==> src/rtl/nn_host_bridge_pkg.sv <==
// Shared definitions for the NeuralNetwork host bridge.
// Holds the memory-map widths, the host command opcodes, the bridge
// FSM state type and a helper that says which states take host bytes.
package nn_host_bridge_pkg;

    localparam int unsigned MM_DEPTH = 17;  // NN address width
    localparam int unsigned MM_SIZE  = 16;  // NN write data width
    localparam int unsigned Q_SIZE   = 16;  // NN read data width

    localparam logic [7:0] OP_WRITE = 8'h57;
    localparam logic [7:0] OP_READ  = 8'h52;
    localparam logic [7:0] OP_BURST = 8'h42;

    typedef enum logic [3:0] {
        StIdle,
        StAddr0,
        StAddr1,
        StAddr2,
        StCount,
        StDhi,
        StDlo,
        StIssueWr,
        StIssueRd,
        StWaitRd,
        StTxHi,
        StTxLo
    } bridge_state_t;

    // States in which a host byte may be consumed.
    function automatic logic state_accepts(input bridge_state_t s);
        return s inside {StIdle, StAddr0, StAddr1, StAddr2, StCount, StDhi, StDlo};
    endfunction

endpackage

==> src/rtl/nn_host_bridge_if.sv <==
// Bundle of the host byte link and the NN memory-mapped port.
//   master: the bridge (drives in_ready, out_*, write_*, read_addr, cmd_error)
//   slave : host transport + NN top (drives in_data/in_valid, out_ready,
//           read_data, busy)
interface nn_host_bridge_if
    import nn_host_bridge_pkg::*;
#(
    parameter int unsigned ADDR_W  = MM_DEPTH,
    parameter int unsigned DATA_W  = MM_SIZE,
    parameter int unsigned RDATA_W = Q_SIZE
) ();

    logic [7:0]         in_data;
    logic               in_valid;
    logic               in_ready;
    logic [7:0]         out_data;
    logic               out_valid;
    logic               out_ready;
    logic               write_enable;
    logic [ADDR_W-1:0]  write_addr;
    logic [DATA_W-1:0]  write_data;
    logic [ADDR_W-1:0]  read_addr;
    logic [RDATA_W-1:0] read_data;
    logic               busy;
    logic               cmd_error;

    modport master (
        input  in_data, in_valid, out_ready, read_data, busy,
        output in_ready, out_data, out_valid, write_enable, write_addr, write_data,
        output read_addr, cmd_error
    );

    modport slave (
        output in_data, in_valid, out_ready, read_data, busy,
        input  in_ready, out_data, out_valid, write_enable, write_addr, write_data,
        input  read_addr, cmd_error
    );

endinterface

==> src/rtl/nn_byte_packer.sv <==
// Assembles host bytes into a 24-bit address field and a 16-bit data field.
// Ports:
//   clk_i, rst_ni   clock, synchronous active-low clear
//   we_i            store byte_i this cycle
//   sel_data_i      1: target the data field, 0: the address field
//   idx_i           byte lane (2 = addr MSB ... 0 = LSB; data uses 1/0)
//   byte_i          byte being accepted
//   addr_o, data_o  field contents including the byte stored this cycle,
//                   so the caller can act on a complete field in the same
//                   cycle its last byte arrives
module nn_byte_packer (
    input  logic        clk_i,
    input  logic        rst_ni,
    input  logic        we_i,
    input  logic        sel_data_i,
    input  logic [1:0]  idx_i,
    input  logic [7:0]  byte_i,
    output logic [23:0] addr_o,
    output logic [15:0] data_o
);

    logic [23:0] addr_q, addr_d;
    logic [15:0] data_q, data_d;

    always_comb begin
        addr_d = addr_q;
        data_d = data_q;
        if (we_i) begin
            if (sel_data_i) begin
                if (idx_i[0]) data_d[15:8] = byte_i;
                else          data_d[7:0]  = byte_i;
            end else begin
                case (idx_i)
                    2'd2:    addr_d[23:16] = byte_i;
                    2'd1:    addr_d[15:8]  = byte_i;
                    default: addr_d[7:0]   = byte_i;
                endcase
            end
        end
    end

    always_ff @(posedge clk_i) begin
        if (!rst_ni) begin
            addr_q <= '0;
            data_q <= '0;
        end else begin
            addr_q <= addr_d;
            data_q <= data_d;
        end
    end

    assign addr_o = addr_d;
    assign data_o = data_d;

endmodule

==> src/rtl/nn_host_bridge.sv <==
// Host-side initiator for the NeuralNetwork memory-mapped port.
// Parses WRITE (57 a a a d d), READ (52 a a a) and BURST (42 a a a N d d ...)
// frames from the host byte stream, issues write strobes / timed reads while
// honouring busy, and returns read results as two big-endian bytes.
// Ports:
//   clk    rising-edge clock
//   reset  synchronous, active-low
//   bus    nn_host_bridge_if.master (host byte link + NN port + cmd_error)
module nn_host_bridge
    import nn_host_bridge_pkg::*;
#(
    parameter int unsigned ADDR_W   = MM_DEPTH,
    parameter int unsigned DATA_W   = MM_SIZE,
    parameter int unsigned RDATA_W  = Q_SIZE,
    parameter int unsigned READ_LAT = 1
) (
    input  logic            clk,
    input  logic            reset,
    nn_host_bridge_if.master bus
);

    bridge_state_t     state_q, state_d;
    logic [7:0]        op_q, op_d;
    logic [ADDR_W-1:0] addr_cnt_q, addr_cnt_d;
    logic [8:0]        word_cnt_q, word_cnt_d;
    logic [7:0]        lat_cnt_q, lat_cnt_d;
    logic [15:0]       rdata_q, rdata_d;
    logic [ADDR_W-1:0] wr_addr_q, wr_addr_d;
    logic [DATA_W-1:0] wr_data_q, wr_data_d;
    logic [ADDR_W-1:0] rd_addr_q, rd_addr_d;
    logic              cmd_err_q, cmd_err_d;

    logic        in_ready_c, fire, we_c, out_valid_c;
    logic [7:0]  out_data_c;
    logic        pk_we, pk_sel_data;
    logic [1:0]  pk_idx;
    logic [23:0] pk_addr;
    logic [15:0] pk_data;

    nn_byte_packer u_packer (
        .clk_i      (clk),
        .rst_ni     (reset),
        .we_i       (pk_we),
        .sel_data_i (pk_sel_data),
        .idx_i      (pk_idx),
        .byte_i     (bus.in_data),
        .addr_o     (pk_addr),
        .data_o     (pk_data)
    );

    assign in_ready_c = reset && state_accepts(state_q);
    assign fire       = bus.in_valid && in_ready_c;

    always_comb begin
        state_d     = state_q;
        op_d        = op_q;
        addr_cnt_d  = addr_cnt_q;
        word_cnt_d  = word_cnt_q;
        lat_cnt_d   = lat_cnt_q;
        rdata_d     = rdata_q;
        wr_addr_d   = wr_addr_q;
        wr_data_d   = wr_data_q;
        rd_addr_d   = rd_addr_q;
        cmd_err_d   = 1'b0;
        we_c        = 1'b0;
        out_valid_c = 1'b0;
        out_data_c  = 8'h00;
        pk_we       = 1'b0;
        pk_sel_data = 1'b0;
        pk_idx      = 2'd0;

        unique case (state_q)
            StIdle: begin
                if (fire) begin
                    if (bus.in_data inside {OP_WRITE, OP_READ, OP_BURST}) begin
                        op_d    = bus.in_data;
                        state_d = StAddr0;
                    end else begin
                        cmd_err_d = 1'b1;
                    end
                end
            end
            StAddr0: begin
                pk_we  = fire;
                pk_idx = 2'd2;
                if (fire) state_d = StAddr1;
            end
            StAddr1: begin
                pk_we  = fire;
                pk_idx = 2'd1;
                if (fire) state_d = StAddr2;
            end
            StAddr2: begin
                pk_we  = fire;
                pk_idx = 2'd0;
                if (fire) begin
                    // Upper address bits beyond ADDR_W are dropped by the cast.
                    addr_cnt_d = ADDR_W'(pk_addr);
                    if (op_q == OP_READ) begin
                        rd_addr_d = ADDR_W'(pk_addr);
                        state_d   = StIssueRd;
                    end else if (op_q == OP_BURST) begin
                        state_d = StCount;
                    end else begin
                        state_d = StDhi;
                    end
                end
            end
            StCount: begin
                if (fire) begin
                    word_cnt_d = (bus.in_data == 8'h00) ? 9'd256 : {1'b0, bus.in_data};
                    state_d    = StDhi;
                end
            end
            StDhi: begin
                pk_we       = fire;
                pk_sel_data = 1'b1;
                pk_idx      = 2'd1;
                if (fire) state_d = StDlo;
            end
            StDlo: begin
                pk_we       = fire;
                pk_sel_data = 1'b1;
                pk_idx      = 2'd0;
                if (fire) begin
                    // Load the write port now so it is stable for the strobe cycle.
                    wr_addr_d = addr_cnt_q;
                    wr_data_d = DATA_W'(pk_data);
                    state_d   = StIssueWr;
                end
            end
            StIssueWr: begin
                if (!bus.busy) begin
                    we_c = 1'b1;
                    if (op_q == OP_BURST) begin
                        addr_cnt_d = addr_cnt_q + ADDR_W'(1);
                        word_cnt_d = word_cnt_q - 9'd1;
                        state_d    = (word_cnt_q == 9'd1) ? StIdle : StDhi;
                    end else begin
                        state_d = StIdle;
                    end
                end
            end
            StIssueRd: begin
                if (!bus.busy) begin
                    lat_cnt_d = 8'(READ_LAT - 1);
                    state_d   = StWaitRd;
                end
            end
            StWaitRd: begin
                if (lat_cnt_q == 8'd0) begin
                    rdata_d = 16'(bus.read_data);
                    state_d = StTxHi;
                end else begin
                    lat_cnt_d = lat_cnt_q - 8'd1;
                end
            end
            StTxHi: begin
                out_valid_c = 1'b1;
                out_data_c  = rdata_q[15:8];
                if (bus.out_ready) state_d = StTxLo;
            end
            StTxLo: begin
                out_valid_c = 1'b1;
                out_data_c  = rdata_q[7:0];
                if (bus.out_ready) state_d = StIdle;
            end
            default: state_d = StIdle;
        endcase
    end

    always_ff @(posedge clk) begin
        if (!reset) begin
            state_q    <= StIdle;
            op_q       <= 8'h00;
            addr_cnt_q <= '0;
            word_cnt_q <= '0;
            lat_cnt_q  <= '0;
            rdata_q    <= '0;
            wr_addr_q  <= '0;
            wr_data_q  <= '0;
            rd_addr_q  <= '0;
            cmd_err_q  <= 1'b0;
        end else begin
            state_q    <= state_d;
            op_q       <= op_d;
            addr_cnt_q <= addr_cnt_d;
            word_cnt_q <= word_cnt_d;
            lat_cnt_q  <= lat_cnt_d;
            rdata_q    <= rdata_d;
            wr_addr_q  <= wr_addr_d;
            wr_data_q  <= wr_data_d;
            rd_addr_q  <= rd_addr_d;
            cmd_err_q  <= cmd_err_d;
        end
    end

    assign bus.in_ready     = in_ready_c;
    assign bus.out_valid    = out_valid_c;
    assign bus.out_data     = out_data_c;
    assign bus.write_enable = we_c;
    assign bus.write_addr   = wr_addr_q;
    assign bus.write_data   = wr_data_q;
    assign bus.read_addr    = rd_addr_q;
    assign bus.cmd_error    = cmd_err_q;

endmodule

==> src/flat_wrapper.sv <==
// flat-port wrapper written by rule: the top's interface ports become plain ports
module nn_host_bridge_flat import nn_host_bridge_pkg::*;
#(
    parameter int unsigned ADDR_W   = MM_DEPTH,
    parameter int unsigned DATA_W   = MM_SIZE,
    parameter int unsigned RDATA_W  = Q_SIZE,
    parameter int unsigned READ_LAT = 1
)
  (clk, reset, bus_in_data, bus_in_valid, bus_out_ready, bus_read_data, bus_busy, bus_in_ready, bus_out_data, bus_out_valid, bus_write_enable, bus_write_addr, bus_write_data, bus_read_addr, bus_cmd_error);
  nn_host_bridge_if #(.ADDR_W(ADDR_W), .DATA_W(DATA_W), .RDATA_W(RDATA_W)) bus_i ();
  input  logic clk;
  input  logic reset;
  input wire logic [$bits(bus_i.in_data)-1:0] bus_in_data;
  input wire logic [$bits(bus_i.in_valid)-1:0] bus_in_valid;
  input wire logic [$bits(bus_i.out_ready)-1:0] bus_out_ready;
  input wire logic [$bits(bus_i.read_data)-1:0] bus_read_data;
  input wire logic [$bits(bus_i.busy)-1:0] bus_busy;
  output wire logic [$bits(bus_i.in_ready)-1:0] bus_in_ready;
  output wire logic [$bits(bus_i.out_data)-1:0] bus_out_data;
  output wire logic [$bits(bus_i.out_valid)-1:0] bus_out_valid;
  output wire logic [$bits(bus_i.write_enable)-1:0] bus_write_enable;
  output wire logic [$bits(bus_i.write_addr)-1:0] bus_write_addr;
  output wire logic [$bits(bus_i.write_data)-1:0] bus_write_data;
  output wire logic [$bits(bus_i.read_addr)-1:0] bus_read_addr;
  output wire logic [$bits(bus_i.cmd_error)-1:0] bus_cmd_error;
  assign bus_i.in_data = bus_in_data;
  assign bus_i.in_valid = bus_in_valid;
  assign bus_i.out_ready = bus_out_ready;
  assign bus_i.read_data = bus_read_data;
  assign bus_i.busy = bus_busy;
  assign bus_in_ready = bus_i.in_ready;
  assign bus_out_data = bus_i.out_data;
  assign bus_out_valid = bus_i.out_valid;
  assign bus_write_enable = bus_i.write_enable;
  assign bus_write_addr = bus_i.write_addr;
  assign bus_write_data = bus_i.write_data;
  assign bus_read_addr = bus_i.read_addr;
  assign bus_cmd_error = bus_i.cmd_error;
  nn_host_bridge #(.ADDR_W(ADDR_W), .DATA_W(DATA_W), .RDATA_W(RDATA_W), .READ_LAT(READ_LAT)) u_core (.clk(clk), .reset(reset), .bus(bus_i));
endmodule
==> config.mk <==
export PLATFORM = sky130hd
export DESIGN_NAME = nn_host_bridge_flat
export DESIGN_NICKNAME = d
export VERILOG_FILES = /design/src/rtl/nn_host_bridge_pkg.sv /design/src/rtl/nn_host_bridge_if.sv /design/src/rtl/nn_byte_packer.sv /design/src/rtl/nn_host_bridge.sv /design/src/flat_wrapper.sv
export SDC_FILE = /design/constraint.sdc
export NUM_CORES = 1
export LEC_CHECK = 0
export ABC_CLOCK_PERIOD_IN_PS = 3900
export CORE_MARGIN = 2
export CORE_UTILIZATION = 54
export DETAILED_ROUTE_END_ITERATION = 6
export GPL_TIMING_DRIVEN = 0
export HOLD_SLACK_MARGIN = 0.06
export PLACE_DENSITY = 0.8
export SLEW_MARGIN = 20
export SYNTH_ARGS = -nofsm -noshare
export SYNTH_HDL_FRONTEND = slang
export SYNTH_SLANG_ARGS = --single-unit
==> constraint.sdc <==
create_clock -name clk -period 3.9 [get_ports clk]
set_clock_uncertainty 0.15 [all_clocks]
set_input_delay 1.17 -clock clk [delete_from_list [all_inputs] [get_ports clk]]
set_output_delay 1.17 -clock clk [all_outputs]
set_load 0.05 [all_outputs]
==> impl_metrics.yaml <==
worst_hold_path:
  holdCritPathClass: "reg2reg"
  whs_endpoint: "u_core.op_q[6]$_SDFFE_PN0P_"
  min_path_cells: 2
  worstHoldStart: "u_core.op_q[6]$_SDFFE_PN0P_"
route:
  antenna_left: 0
  vias: 5785
  drt_first_pass_iters: 6
  vias_per_cell: 5.91
  drt-initial-drc-count: 507
  wl_per_cell_microns: 18.0
  drc_errors: 0
  routed_wl_microns: 17600
pwr:
  p_int_mw: 2.41
  leakage_nw: 2.78
  p_comb_frac: 0.031
  pwr-share-clk: 0.512
  swShare: 0.222
  p_switching_mw: 0.686
  p_per_area_mw_per_mm2: 399
  vdd_drop_max_uv: 326
  seq_power_share: 0.456
timing:
  rsz0062_at_grt: "no"
  fmax_mhz: 259
  relSlewSlack: 0.352
  fin_crit_sh: 0.989
  setup_slack_ns: 0.0424
  finalHoldViolCount: 0
  min_period_ns: 3.86
  slew_viol_final: 0
  setup_violations: 0
  tightest_slew_ns: 0.964
run:
  max_cap_violations: 0
placement:
  place.gp.congestion: 0.934
  post-place-ws_ns: -0.680
  port_buffers: 88
  hpwl_microns: 12400
final_layout:
  area_growth_pct: 26.5
  postLayoutCoreUtil: 0.709
  nNetsFinal: 862
  drive_above_1_share: 0.0775
  n_antenna_cell: 0
setup_path:
  worstReg2RegEnd: "u_core.addr_cnt_q[6]$_SDFFE_PN0P_"
  r2r_start: "u_core.state_q[0]$_SDFFE_PN0P_"
  rrSetupSlack_ns: 0.65
  endpoint_kind: "output port"
  ff2ff_path_depth: 10
  worstSetupStartpointType: "primary input"
  critPathKind: "in2out"
  cp_max_fo: 10
  arrival_ns: 2.54
  cp.required_ns: 2.58
yosys:
  synth.area.top_cells: "dfxtp_1, mux2i_1, nor2_1, nand2_1, a21oi_1"
  yosys-top-cells-count: "dfxtp_1, nor2_1, nand2_1"
  syn_area_sq_mm: 0.00613
  synthFlopType: "dfxtp_1"
  synth_cells: 719
  yosys.area.top_type_share: 0.451
  yosys_register_bits: 138
  yosysSeqAreaShare: 0.451
  synth_most_common_cell: "dfxtp_1"
  synth_edf_count: 0
  async_reset_ff_frac: 0
  ys_warn_count: 0
  syn_area_per_cell_sq_um: 8.52
  yosys.area.top_type: "dfxtp_1"
  synth_nets: 755
  synth_cell_type_count: 63
grt:
  track_usage: 0.288
  grt_max_degree: 17
  overflow: 0
  grt_pass1_wl_microns: 28300
  antenna_found_initial: 0
  grt_pass1_vias: 5542
die:
  core_area_sq_mm: 0.0109
  num_rows: 38
  die_x_microns: 111
  initial_core_util: 0.560
  fp.dieH_microns: 111
  fp.dieArea_sq_mm: 0.0122
  ioPinCount: 91
cts:
  cts_tree: "done"
  postCtsSetupRepairBufs: 0
  clockBufferDepth: 2
  path_clk_slew_ns: 0.06
  cts.htree.levels: 4
  cts-root-buf: "clkbuf_16"
  cts_inserted_buffers: 17
  clock-sinks: 138
  clk_latency_ns: 0.43
outcome:
  status: "finished, final reports clean"
## critical path, stage by stage
cell and delay, ns:
clkdlybuf4s50_1 0.54, clkbuf_2 0.28, nand2b_1 0.11, a21oi_1 0.15, buf_2 0.28
## power by group through the flow
stage	logic [mW]	clock network [mW]	registers [mW]
after detailed placement	0.0958	0	1.44
final	0.0973	1.58	1.41
after global routing	0.102	1.64	1.41
after global placement	0.0949	0	1.44
after floorplan	0.0364	0	1.44
after CTS	0.0957	1.58	1.41
## registers in the layout, indices dropped and copies added (netlist names)
signal	count
u_core.op_q	8
u_core.bus.write_data	16
u_core.lat_cnt_q	8
u_core.bus.write_addr	17
u_core.bus.read_addr	17
u_core.bus.cmd_error	1
u_core.u_packer.addr_q	17
u_core.word_cnt_q	9
u_core.addr_cnt_q	17
u_core.u_packer.data_q	8
u_core.state_q	4
u_core.rdata_q	16
## final cells by class
class	instances	area, sq um
Timing Repair Buffer	88	861
Fill cell	866	3180
Buffer	55	246
Inverter	12	45.0
Sequential cell	138	2760
Clock buffer	23	498
Tap cell	140	175
Clock inverter	9	87.6
Multi-Input combinational cell	514	3080
## what timing repair did
item / 4_1_cts / 5_1_grt
gates cloned: 0 / 0
hold buffers: 0 / 0
setup endpoints to repair: 10 / 1
resized for setup: 16 / 2
## cells in the final DEF (no fill, tap or decap), drive strengths merged, types with 4 or more instances in the layout
| cell | netlist | layout |
|---|---|---|
| dfxtp | 138 | 138 |
| clkdlybuf4s50 | 0 | 78 |
| nand4 | 8 | 8 |
| inv | 12 | 13 |
| clkinvlp | 0 | 4 |
| nor3 | 14 | 14 |
| nor4 | 8 | 8 |
| clkbuf | 37 | 61 |
| or3 | 9 | 9 |
| nand3 | 20 | 20 |
| mux2i | 52 | 52 |
| a211oi | 27 | 27 |
| o211ai | 8 | 8 |
| and2 | 5 | 5 |
| nand4b | 6 | 6 |
| o21ai | 22 | 22 |
| dlygate4sd2 | 0 | 8 |
| ha | 7 | 7 |
| and3 | 12 | 12 |
| a31oi | 4 | 4 |
| nand2 | 75 | 75 |
| a21oi | 55 | 55 |
| nor2 | 119 | 119 |
| xor2 | 6 | 6 |
| a21o | 5 | 5 |
| buf | 18 | 19 |
## worst max path at each step
| stage | start | to | slack (ns) | cells past startpoint |
|---|---|---|---|---|
| after global placement | reset | bus_in_ready | -0.67 | 5 |
| after floorplan | reset | bus_in_ready | 0.30 | 3 |
| after detailed placement | reset | bus_in_ready | -0.68 | 5 |
| final | reset | bus_in_ready | 0.04 | 5 |
| after CTS | bus_busy | bus_write_enable | 0.007 | 3 |
| after global routing | reset | bus_in_ready | 0.004 | 5 |
## metal layers
layer,track usage,vias to the layer above,share of wire
met5,0,-,0
met4,0.127,0,0.025
met3,0.0576,36,0.079
met2,0.451,263,0.45
met1,0.386,2729,0.44
li1,-,2757,-
## per-stage QoR
step                hold WS [ns]  area [sq um]  power [mW]  cells  TNS [ns]
CTS                        0.299          7760        3.09    979         0
global placement           0.280          7180        1.54    947    -0.958
floorplan                  0.271          6130        1.48    719         0
detailed placement         0.291          7180        1.54    947    -0.957
global route               0.326          7750        3.16    979         0
finish                     0.296          7750        3.09    979         0
## kinds of logic after synthesis
| kind of cell | Yosys count | synth area share |
|---|---|---|
| multiplexers | 52 | 0.0849 |
| buffers and inverters | 67 | 0.0472 |
| adder cells (fa/ha/maj) | 7 | 0.0143 |
| flip-flops | 138 | 0.451 |
| XOR/XNOR | 7 | 0.0100 |
| AND/OR/NAND/NOR | 297 | 0.232 |
| AO/OA/AOI/OAI | 151 | 0.161 |
No activity file was read; power rests on OpenSTA's default activity.
